### src/rtl/pong_game_ctrl.sv
// Pong game control: new-game/play/new-ball/over sequencing, BCD score, ball count, pause timer.
// Optional macro SCORE_SATURATE_EN: score holds at 99 instead of wrapping to 00.
//
// state   | meaning
// NEWGAME | rule text shown, graphics frozen, waiting for a button
// PLAY    | ball in motion, hits score, misses end the round
// NEWBALL | pause after a miss, button restarts once the timer expires
// OVER    | game over text shown for the pause, then back to NEWGAME
module pong_game_ctrl #(
  parameter int BALLS       = 3,
  parameter int TIMER_TICKS = 120
) (
  input  logic       clk,
  input  logic       reset,
  input  logic       refresh_tick,
  input  logic [1:0] btn,
  input  logic       hit,
  input  logic       miss,
  output logic [3:0] dig0,
  output logic [3:0] dig1,
  output logic [1:0] ball,
  output logic       graph_still,
  output logic       show_rule,
  output logic       show_over,
  output logic [1:0] state
);

  typedef enum logic [1:0] {
    NEWGAME = 2'b00,
    PLAY    = 2'b01,
    NEWBALL = 2'b10,
    OVER    = 2'b11
  } state_t;

  localparam logic [1:0] BALLS_INIT = BALLS[1:0];
  localparam logic [6:0] TIMER_INIT = TIMER_TICKS[6:0];

  state_t     state_q, state_d;
  logic [6:0] timer_q, timer_d, timer_dec;
  logic [3:0] dig0_q, dig1_q, dig0_d, dig1_d;
  logic [3:0] dig0_inc, dig1_inc;
  logic [1:0] ball_q, ball_d;
  logic       graph_still_q, show_rule_q, show_over_q;
  logic       pressed;

  assign pressed = |btn;

  // Pause timer saturates at zero rather than wrapping.
  always_comb begin
    timer_dec = timer_q;
    if (refresh_tick && (timer_q != 7'd0)) timer_dec = timer_q - 7'd1;
  end

  always_comb begin
    dig0_inc = dig0_q + 4'd1;
    dig1_inc = dig1_q;
    if (dig0_q == 4'd9) begin
      if (dig1_q == 4'd9) begin
`ifdef SCORE_SATURATE_EN
        dig0_inc = 4'd9;
        dig1_inc = 4'd9;
`else
        dig0_inc = 4'd0;
        dig1_inc = 4'd0;
`endif
      end else begin
        dig0_inc = 4'd0;
        dig1_inc = dig1_q + 4'd1;
      end
    end
  end

  always_comb begin
    state_d = state_q;
    timer_d = timer_q;
    dig0_d  = dig0_q;
    dig1_d  = dig1_q;
    ball_d  = ball_q;
    case (state_q)
      NEWGAME: begin
        if (pressed) begin
          state_d = PLAY;
          ball_d  = ball_q - 2'd1;
        end
      end
      PLAY: begin
        if (hit) begin
          dig0_d = dig0_inc;
          dig1_d = dig1_inc;
        end
        if (miss) begin
          timer_d = TIMER_INIT;
          if (ball_q == 2'd0) begin
            state_d = OVER;
          end else begin
            state_d = NEWBALL;
            ball_d  = ball_q - 2'd1;
          end
        end
      end
      NEWBALL: begin
        // A held button is accepted on the same edge the timer reaches zero.
        timer_d = timer_dec;
        if ((timer_dec == 7'd0) && pressed) state_d = PLAY;
      end
      OVER: begin
        timer_d = timer_dec;
        if (timer_dec == 7'd0) begin
          state_d = NEWGAME;
          dig0_d  = 4'd0;
          dig1_d  = 4'd0;
          ball_d  = BALLS_INIT;
        end
      end
      default: state_d = NEWGAME;
    endcase
  end

  always_ff @(posedge clk or posedge reset) begin
    if (reset) begin
      state_q       <= NEWGAME;
      timer_q       <= 7'd0;
      dig0_q        <= 4'd0;
      dig1_q        <= 4'd0;
      ball_q        <= BALLS_INIT;
      graph_still_q <= 1'b1;
      show_rule_q   <= 1'b1;
      show_over_q   <= 1'b0;
    end else begin
      state_q       <= state_d;
      timer_q       <= timer_d;
      dig0_q        <= dig0_d;
      dig1_q        <= dig1_d;
      ball_q        <= ball_d;
      graph_still_q <= (state_d != PLAY);
      show_rule_q   <= (state_d == NEWGAME);
      show_over_q   <= (state_d == OVER);
    end
  end

  assign dig0        = dig0_q;
  assign dig1        = dig1_q;
  assign ball        = ball_q;
  assign graph_still = graph_still_q;
  assign show_rule   = show_rule_q;
  assign show_over   = show_over_q;
  assign state       = state_q;

endmodule
### config.mk
export PLATFORM = sky130hd
export DESIGN_NAME = pong_game_ctrl
export DESIGN_NICKNAME = d
export VERILOG_FILES = /design/src/rtl/pong_game_ctrl.sv
export SDC_FILE = /design/constraint.sdc
export NUM_CORES = 1
export LEC_CHECK = 0
export CAP_MARGIN = 0
export CORE_MARGIN = 1
export CORE_UTILIZATION = 30
export DETAILED_ROUTE_END_ITERATION = 8
export GPL_TIMING_DRIVEN = 0
export PLACE_DENSITY_LB_ADDON = 0.08
export SYNTH_ARGS = -nofsm -noshare
export SYNTH_HDL_FRONTEND = slang
export SYNTH_SLANG_ARGS = --single-unit
### constraint.sdc
create_clock -name clk -period 2.4 [get_ports clk]
set_clock_uncertainty 0.15 [all_clocks]
set_input_delay 0.48 -clock clk [delete_from_list [all_inputs] [get_ports clk]]
set_output_delay 0.48 -clock clk [all_outputs]
set_load 0.005 [all_outputs]
==> results.cfg <==
[critical_path]
max_stage_delay_ns = 0.48
start_kind = input pin
crit_required_ns = 2.41
path_cells = clkdlybuf4s50_1, clkbuf_4, nand4bb_1, a21oi_1, nand4_1, buf_4, a211o_1, a31o_1
critPathMaxFanout = 10
cp_slowest_cell = clkdlybuf4s50_1
arrival_ns = 2.33
r2r_slack_ns = 0.10
critical_path_class = in2reg
cp-end-kind = register

[die]
die_x_um = 71.95
die_h_um = 71.95
rows = 25
dieArea_um2 = 5176
initial_core_util = 0.3107
io_pins = 22
core-area_um2 = 4723

[timing]
maxSlewViolCount = 0
worst_slew_margin_rel = 0.4143
min_period_over_period = 0.9705
worst_slack_ns = 0.07089
max_slew.worst_pin.slew_ns = 0.8776
finalCriticalPeriod_ns = 2.329
setup_viol = 0
hold_slack_ns = 0.3964
timing.fmax_ghz = 0.4293
finalHoldViolCount = 0

[cells_and_area]
seq_area_um2 = 555.5
multi_input_area_um2 = 864.6
fillCellCount = 490
nets = 208
areaGrowthSynthToFinish_pct = 27.28
drive_gt1_frac = 0.1503
num_antenna_cells = 0

[power]
ir_drop_mv = 0.3154
power_density_nw_per_um2 = 1012
cellLeakagePower_uw = 0.0007376
power_uw = 1891

[detailed_routing]
detail_route.wl_per_cell_um = 14.03
via_count = 1333
ant_nets = 0
dr.pass1.iters = 4
viasPerCell = 5.127
wl_um = 3649
drt-initial-drc-count = 47
drc = 0

[global_routing]
antenna_found_initial = 0
grt_pass1_vias = 1323
grt_overflow_total = 0
grt.total_usage = 0.1517
grt_start_max_net_pins = 23
grt_pass1_wl_um = 6141

[run]
max-cap-violations = 0

[clock_network]
clock_path_buffers = 2
ctsHoldBuffers = 0
clock-sinks = 22
cts_tree = yes
cts_max_level = 1
cts_root_buffer = clkbuf_8
tritoncts.num_buffers = 3
clock_latency_ns = 0.26
clk_pin_slew_worst_paths_ns = 0.08

[logic_synthesis]
yosysUniqueCellTypes = 49
postSynth.asyncResetShare = 1.000
synth_area_um2 = 1468
synth_most_common_cell = nand2_1
synthCells = 166
synth_common_cells = 19 x nand2_1, 18 x dfrtp_1, 11 x a21oi_1, 11 x nor2_1, 10 x o21ai_0
synth_top_area_frac = 0.3069
yosys_most_used_dff = dfrtp_1
syn-mean-instance-area_um2 = 8.841
synth_seq_area_share = 0.3785
synthesis.nets = 180
synth_edf_count = 0
synth_warnings = 0
synth_area_leader_cell = dfrtp_1
yosys-top-cells-area = dfrtp_1 31%, dfstp_2 7.2%, ha_1 6.0%
ys_ff_latch = 22

[placed_design]
dp_hpwl_um = 2663
dp_slack_ns = -0.3984
place_congestion = 0.7813
portBuffers = 21

[min_path]
holdCritPathClass = reg2reg

[run_status]
outcome = finished clean
-- path summary, 6_finish.rpt --
kind	startpoint	to	cells after the start
max in group asynchronous	reset	timer_q[2]	2
min reg2reg	ball[1]	ball[1]	2
min	ball[1]	ball[1]	2
min in group asynchronous	reset	dig1[3]	2
max	refresh_tick	dig1[2]	8
max reg2reg	timer_q[0]	dig1[2]	8
-- cell families after synthesis --
logic type | count (synthesis) | synth area share
and+or+nand+nor | 65 | 0.2464
AOI/OAI and AO/OA | 53 | 0.2472
DFF | 22 | 0.3785
buffers and inverters | 17 | 0.05541
adders and majority gates | 7 | 0.05967
xor gates and xnor gates | 1 | 0.005969
muxes | 1 | 0.006820
-- sequential cells by signal, indices dropped and copies added, names as in the netlist --
signal / flops
state: 2
show_over: 1
dig1: 4
ball: 2
graph_still: 1
show_rule: 1
timer_q: 7
dig0: 4
-- cell type report --
cell class	instances	area share
plain buffers	8	0.02679
clock buffers	4	0.02947
inverters	9	0.01808
multi-input cells	127	0.4628
flip-flops and latches	22	0.2974
well taps	67	0.04488
repair buffers	23	0.1206
-- where the power goes --
part           total, µW  internal (µW)  switching (µW)
logic                984            477             507
registers            639            509             130
clock network        268            146             122
-- metal layers --
layer	up-vias	routed length, µm	track usage
met3	9	86	0.01944
met4	0	70	0.08061
met5	-	0	0
met1	644	1688	0.1900
li1	655	-	-
met2	25	1803	0.2558
-- through the flow --
| stage | instance area [µm²] | utilization | cells | TNS (ns) |
|---|---|---|---|---|
| 3_3_place_gp | 1762 | 0.3730 | 254 | -2.612 |
| 5_1_grt | 1868 | 0.3955 | 260 | -0.001299 |
| 3_5_place_dp | 1762 | 0.3730 | 254 | -3.934 |
| 4_1_cts | 1832 | 0.3878 | 259 | 0 |
| 2_1_floorplan | 1468 | - | 166 | 0 |
| 6_report | 1868 | 0.3955 | 260 | 0 |
-- critical path: cells and delay by family --
kind / cells / cell delay [ns]
AOI/OAI and AO/OA: 3 / 0.74
and+or+nand+nor: 2 / 0.26
buffers and inverters: 3 / 0.85
-- cells in the final DEF, fill, tap and decap left out, drive strengths merged, types with 5 or more instances in the layout --
master and instances:
nor2 11, clkbuf 8, buf 6, inv 9, a21oi 11, nand3b 5, dfrtp 18, o21ai 12
nor3 6, ha 7, clkdlybuf4s50 21, o22ai 5, nand3 5, nand2 19
-- timing repair --
item                       CTS  global route
pin swaps                    1             4
setup endpoints to repair    8             8
buffers inserted             1             1
gates resized for setup      1             6
Power figures use the tool's default switching activity.
